`src/rtl/mem_access_stage.sv`:
```
// MEM pipeline stage: issues data-memory requests over a ready/rvalid
// handshake, stalls the pipeline while an access is outstanding, bounds the
// response wait with a timeout, and hands the raw load word to MEM/WB.
module mem_access_stage #(
    parameter int          RESP_TIMEOUT = 64,
    parameter logic [31:0] ERR_DATA     = 32'hDEADBEEF
) (
    input  logic        clk,
    input  logic        reset,
    input  logic [31:0] alu_res,
    input  logic [31:0] store_data,
    input  logic        MemRead,
    input  logic        MemWrite,
    input  logic        StoreByte,
    input  logic [1:0]  LoadByte,
    output logic        dmem_req,
    output logic        dmem_we,
    output logic [31:0] dmem_addr,
    output logic [31:0] dmem_wdata,
    output logic [3:0]  dmem_wstrb,
    input  logic        dmem_ready,
    input  logic        dmem_rvalid,
    input  logic [31:0] dmem_rdata,
    output logic [31:0] mem_read,
    output logic        mem_stall,
    output logic        mem_bubble,
    output logic        misaligned,
    output logic        bus_err
);

    localparam logic [1:0] S_IDLE = 2'd0;
    localparam logic [1:0] S_REQ  = 2'd1;
    localparam logic [1:0] S_RESP = 2'd2;
    localparam logic [1:0] S_DONE = 2'd3;

    localparam int            CW       = $clog2(RESP_TIMEOUT + 1);
    localparam logic [CW-1:0] CNT_LAST = CW'(RESP_TIMEOUT - 1);

    logic [1:0]    state_reg, state_next;
    logic [31:0]   addr_reg, addr_next;
    logic [31:0]   wdata_reg, wdata_next;
    logic [3:0]    wstrb_reg, wstrb_next;
    logic          we_reg, we_next;
    logic [31:0]   rdata_reg, rdata_next;
    logic [CW-1:0] cnt_reg, cnt_next;

    // Decode of the instruction currently sitting in EX/MEM. A load wins
    // when both MemRead and MemWrite are set.
    logic        access;
    logic        is_store;
    logic        word_access;
    logic        misaligned_now;
    logic [31:0] live_addr;
    logic [31:0] live_wdata;
    logic [3:0]  live_wstrb;
    logic [31:0] byte_wdata;

    assign access         = MemRead | MemWrite;
    assign is_store       = MemWrite & ~MemRead;
    assign word_access    = MemRead ? (LoadByte == 2'b00) : (MemWrite & ~StoreByte);
    assign misaligned_now = word_access & (alu_res[1:0] != 2'b00);
    assign live_addr      = {alu_res[31:2], 2'b00};

    // Byte stores replicate the low byte onto every lane; the strobe picks the lane.
    genvar gi;
    generate
        for (gi = 0; gi < 4; gi++) begin : g_lane
            assign byte_wdata[gi*8 +: 8] = store_data[7:0];
        end
    endgenerate

    assign live_wdata = (is_store & StoreByte) ? byte_wdata : store_data;
    assign live_wstrb = ~is_store ? 4'h0 :
                        (StoreByte ? (4'b0001 << alu_res[1:0]) : 4'hF);

    assign mem_bubble = mem_stall;

    // Next-state, handshake outputs, stall and result selection.
    always_comb begin
        state_next = state_reg;
        addr_next  = addr_reg;
        wdata_next = wdata_reg;
        wstrb_next = wstrb_reg;
        we_next    = we_reg;
        rdata_next = rdata_reg;
        cnt_next   = cnt_reg;
        dmem_req   = 1'b0;
        dmem_we    = 1'b0;
        dmem_addr  = 32'd0;
        dmem_wdata = 32'd0;
        dmem_wstrb = 4'd0;
        mem_stall  = 1'b0;
        mem_read   = 32'd0;
        misaligned = 1'b0;
        bus_err    = 1'b0;
        case (state_reg)
            S_IDLE: begin
                misaligned = access & misaligned_now;
                if (access) begin
                    addr_next  = live_addr;
                    wdata_next = live_wdata;
                    wstrb_next = live_wstrb;
                    we_next    = is_store;
                end
                if (access && !misaligned_now) begin
                    dmem_req   = 1'b1;
                    dmem_we    = is_store;
                    dmem_addr  = live_addr;
                    dmem_wdata = live_wdata;
                    dmem_wstrb = live_wstrb;
                    if (dmem_ready) begin
                        // A store accepted immediately is finished; a load waits for data.
                        if (!is_store) begin
                            state_next = S_RESP;
                            mem_stall  = 1'b1;
                        end
                    end else begin
                        state_next = S_REQ;
                        mem_stall  = 1'b1;
                    end
                end
            end
            S_REQ: begin
                dmem_req   = 1'b1;
                dmem_we    = we_reg;
                dmem_addr  = addr_reg;
                dmem_wdata = wdata_reg;
                dmem_wstrb = wstrb_reg;
                mem_stall  = 1'b1;
                if (dmem_ready) begin
                    state_next = we_reg ? S_DONE : S_RESP;
                end
            end
            S_RESP: begin
                mem_stall = 1'b1;
                if (dmem_rvalid) begin
                    rdata_next = dmem_rdata;
                    state_next = S_DONE;
                    cnt_next   = '0;
                end else if (cnt_reg == CNT_LAST) begin
                    rdata_next = ERR_DATA;
                    bus_err    = 1'b1;
                    state_next = S_DONE;
                    cnt_next   = '0;
                end else begin
                    cnt_next = cnt_reg + CW'(1);
                end
            end
            S_DONE: begin
                // The instruction moves into MEM/WB now, so never re-issue.
                mem_read   = we_reg ? 32'd0 : rdata_reg;
                state_next = S_IDLE;
            end
            default: state_next = S_IDLE;
        endcase
    end

    // State and latched request fields.
    always_ff @(posedge clk) begin
        if (reset) begin
            state_reg <= S_IDLE;
            addr_reg  <= 32'd0;
            wdata_reg <= 32'd0;
            wstrb_reg <= 4'd0;
            we_reg    <= 1'b0;
            rdata_reg <= 32'd0;
            cnt_reg   <= '0;
        end else begin
            state_reg <= state_next;
            addr_reg  <= addr_next;
            wdata_reg <= wdata_next;
            wstrb_reg <= wstrb_next;
            we_reg    <= we_next;
            rdata_reg <= rdata_next;
            cnt_reg   <= cnt_next;
        end
    end

endmodule

```
`config.mk`:
```
export PLATFORM = sky130hd
export DESIGN_NAME = mem_access_stage
export DESIGN_NICKNAME = d
export VERILOG_FILES = /design/src/rtl/mem_access_stage.sv
export SDC_FILE = /design/constraint.sdc
export NUM_CORES = 1
export LEC_CHECK = 0
export ABC_AREA = 1
export ABC_CLOCK_PERIOD_IN_PS = 1800
export BUFFER_PORTS_ARGS = -buffer_cell sky130_fd_sc_hd__buf_4
export CORE_MARGIN = 4
export CORE_UTILIZATION = 44
export DETAILED_ROUTE_END_ITERATION = 8
export GPL_TIMING_DRIVEN = 0
export PLACE_DENSITY_LB_ADDON = 0.08
export SETUP_SLACK_MARGIN = 0.4
export SYNTH_ARGS = -nofsm -noshare
export SYNTH_HDL_FRONTEND = slang
export SYNTH_SLANG_ARGS = --single-unit
```
`constraint.sdc`:
```
create_clock -name clk -period 1.8 [get_ports clk]
set_clock_uncertainty 0.15 [all_clocks]
set_input_delay 0.18 -clock clk [delete_from_list [all_inputs] [get_ports clk]]
set_output_delay 0.18 -clock clk [all_outputs]
set_load 0.01 [all_outputs]
```
==> metrics.log <==
INFO  metric vias_in_the_first_global_route = 6234
INFO  metric tritoncts.num_buffers = 9
INFO  metric finish.net_count = 1172
INFO  metric postSynthRegisterBits = 108
INFO  metric drc = 0
INFO  metric rows = 39
INFO  metric seq_cell_area = 0.00217 mm²
INFO  metric gp_routability_congestion = approximately 0.85
INFO  metric dr.pass1.iters = 5
INFO  metric core = 0.0114 mm²
INFO  metric worst_endpoint_required_time = 1470 ps
INFO  metric area_of_the_multi_input_gates = 0.00369 mm²
INFO  metric ys_top_cells_by_area = dfxtp_1 (42%), nand2_1 (15%), o21ai_1 (9.2%)
INFO  metric fmax = 473 MHz
INFO  metric hold-path-cell-count = 3
INFO  metric finalWorstSetupSlack = -315 ps
INFO  metric end_kind = output port
INFO  metric post_synth_inst_count = 756
INFO  metric final.setup.tns = -25480 ps
INFO  metric power_density = 1480 mW/mm²
INFO  metric grt_pass1_wl = between 20 and 30 mm
INFO  metric cp_cell_sequence = inv_2 -> ha_4 -> inv_4 -> nor2_4 -> buf_8 -> buf_12 -> nand2_4 -> o21ai_2 -> buf_4
INFO  metric synth.cells.most_frequent = nand2_1 (200), dfxtp_1 (108), nor2_1 (94), o21ai_1 (94), a21oi_1 (74)
INFO  metric post-synth-top-area-cell = dfxtp_1
INFO  metric post_synth_edffs = 0
INFO  metric drive_gt1_share = 52.1%
INFO  metric place_worst_setup_slack = -26.1 ps
INFO  metric antenna_found_initial = 0
INFO  metric post-synth-top-area-fraction = between 40% and 50%
INFO  metric placed_cells_incl_taps = 1108
INFO  metric max_cap_viol_count = 0
INFO  metric timing.setup.critical_path_class = reg -> out
INFO  metric setup_repair_after_global_routing_missed_its_margin = true
INFO  metric reg2reg_depth = 12
INFO  metric clock_sinks = 108
INFO  metric count_of_warnings_emitted_by_yosys = 0
INFO  metric static-leakage-power = approximately 4.3 nW
INFO  metric routed-via-count = 6508
INFO  metric period_minus_slack = 2110 ps
INFO  metric final-hold-violation-count = 40
INFO  metric i_o_buffers = 208
INFO  metric critical_path_fanout_max = 8
INFO  metric n_fill_cell = 641
INFO  metric failed_checks = hold timing, setup timing
INFO  metric worstReg2RegEnd = wstrb_reg[3]
INFO  metric syn-mean-instance-area = 6.73 µm²
INFO  metric critPathSlowestCell = dfxtp_2
INFO  metric dp_hpwl = 12.1 mm
INFO  metric grt.overflow.total = 0
INFO  metric cp_data_arrival_time = approximately 1800 ps
INFO  metric cts_tree = built
INFO  metric slew_headroom = 59.3%
INFO  metric route.antenna.remaining_nets = 0
INFO  metric top_level_ports = 211
INFO  metric root_buffer = clkbuf_16
INFO  metric area_growth_syn_to_layout = 91.2%
INFO  metric synth_flop_cell = dfxtp_1
INFO  metric outcome = finished, violations left
INFO  metric place_area = 0.00741 mm²
INFO  metric detail_route.wirelength = about 21 mm
INFO  metric drc_violation_total_after_the_first_tritonroute_iteration = 378
INFO  metric hp-start = alu_res[3]
INFO  metric ant_cells = 0
INFO  metric ys_async_sr_fraction = 0%
INFO  metric timing.critical_path.from_type = flip-flop
INFO  metric die_extent_in_x = 116 µm
INFO  metric track_usage = 27.8%
INFO  metric yosysMostFrequentCell = nand2_1
INFO  metric setup-violations-final = 179
INFO  metric fp.dieArea = 0.0133 mm²
INFO  metric fin_cells = 1210
INFO  metric regToRegSetupSlack = -120 ps
INFO  metric fin_hold_ws = -42.9 ps
INFO  metric post-route-period-util = 117%
INFO  metric synth_cell_type_count = 30
INFO  metric worst_case_hold_path_end_point = addr_reg[3]
INFO  metric syn_area = 0.00509 mm²
INFO  metric grt_start_max_net_pins = 17
INFO  metric h_tree_level_count = 3
INFO  metric clock_path_buffers = 2
INFO  metric cts.hold.buffers_added = 32
INFO  metric fp.dieH = 116 µm
INFO  metric post-route-cell-area = 0.00973 mm²
INFO  metric wire_per_inst = 17.7 µm
INFO  metric slew_viol_final = 0
INFO  metric worstSkewPairLatency = 350 ps
INFO  metric crit_path_max_incr_delay = 330 ps
INFO  metric worst_tran_pin_value = about 610 ps
INFO  metric clk_pin_slew = 70 ps
INFO  metric vias_per_cell = 5.38
INFO  metric start_util = 44.7%
INFO  metric yosysSeqAreaShare = 42.5%
INFO  metric worst_r2r_startpoint = state_reg[1]
INFO  metric hp_class = in -> reg
INFO  metric vdd_ir_drop_max = 1.03 mV
cell type report:
class | count | area share [%]
plain buffers | 54 | 6.22
clock buffers | 11 | 2.49
clock inverters | 5 | 0.283
inverters | 31 | 1.36
multi-input cells | 564 | 37.9
flip-flops and latches | 108 | 22.3
well taps | 143 | 1.84
repair buffers | 294 | 27.6
worst max path at each step:
| stage | startpoint | to | cells past startpoint |
|---|---|---|---|
| floorplan | cnt_reg[1] | rdata_reg[4] | 8 |
| global placement | LoadByte[1] | dmem_wdata[5] | 9 |
| detailed placement | LoadByte[1] | dmem_wdata[5] | 9 |
| CTS | state_reg[0] | dmem_addr[9] | 9 |
| global route | state_reg[1] | dmem_addr[8] | 9 |
| finish | state_reg[1] | dmem_wdata[5] | 9 |
repair_timing:
item | 4_1_cts | 5_1_grt
resized for setup | 168 | 153
setup buffers | 32 | 8
endpoints found under the hold margin | 78 | 28
setup endpoints to repair | 211 | 212
cloned | 8 | 6
pin swaps | 40 | 58
worst max-delay path, delay by kind of cell (launching register included):
family	cells	cell delay, ps
adder cells (fa/ha/maj)	1	150
AO/OA/AOI/OAI	1	160
buffers and inverters	5	600
AND/OR/NAND/NOR	2	180
flip-flops	1	330
layout by cell type, fill, tap and decap left out, drive strengths merged, types with 3 or more instances in the layout:
cell	synthesis	final
or2	10	10
buf	29	289
nor2	96	96
clkinv	0	4
clkbuf	25	38
dfxtp	108	108
dlygate4sd3	0	32
a21oi	75	75
o21ai	152	152
nand2	204	204
inv	31	30
ha	5	5
nand3	8	8
nand4	3	3
metrics by stage:
stage          hold slack (ps)  power (mW)  util, %
2_1_floorplan              149        7.10        -
3_3_place_gp               238        9.13     65.2
3_5_place_dp               243        9.20     65.2
4_1_cts                  -41.1        12.7     79.0
5_1_grt                  -39.5        15.1     85.6
6_report                 -42.9        14.4     85.6
cell families (layout without fill, tap and decap cells):
family                   after synthesis  after routing  share of synthesized area (%)
buffers and inverters                 85            395                           7.55
AO/OA/AOI/OAI                        232            232                           23.2
XOR/XNOR                               1              1                          0.172
other                                  1              2                         0.0737
adder cells (fa/ha/maj)                5              5                           1.23
flip-flops                           108            108                           42.5
AND/OR/NAND/NOR                      324            324                           25.3
where the power goes:
part	leakage [nW]	internal, mW	switching (mW)	total [mW]
Combinational	3.24	4.55	4.61	9.16
Clock	0.135	0.969	0.913	1.88
Sequential	0.890	2.99	0.372	3.36
Total	4.26	8.51	5.90	14.4
layer usage:
metal | up-vias | routed length (µm) | GRT usage (%)
met2 | 267 | 11000 | 49.7
met4 | 0 | 685 | 9.00
met5 | - | 0 | 0
li1 | 3103 | - | -
met3 | 56 | 1480 | 5.95
met1 | 3082 | 8280 | 33.2
No activity file was read; power rests on OpenSTA's default activity.
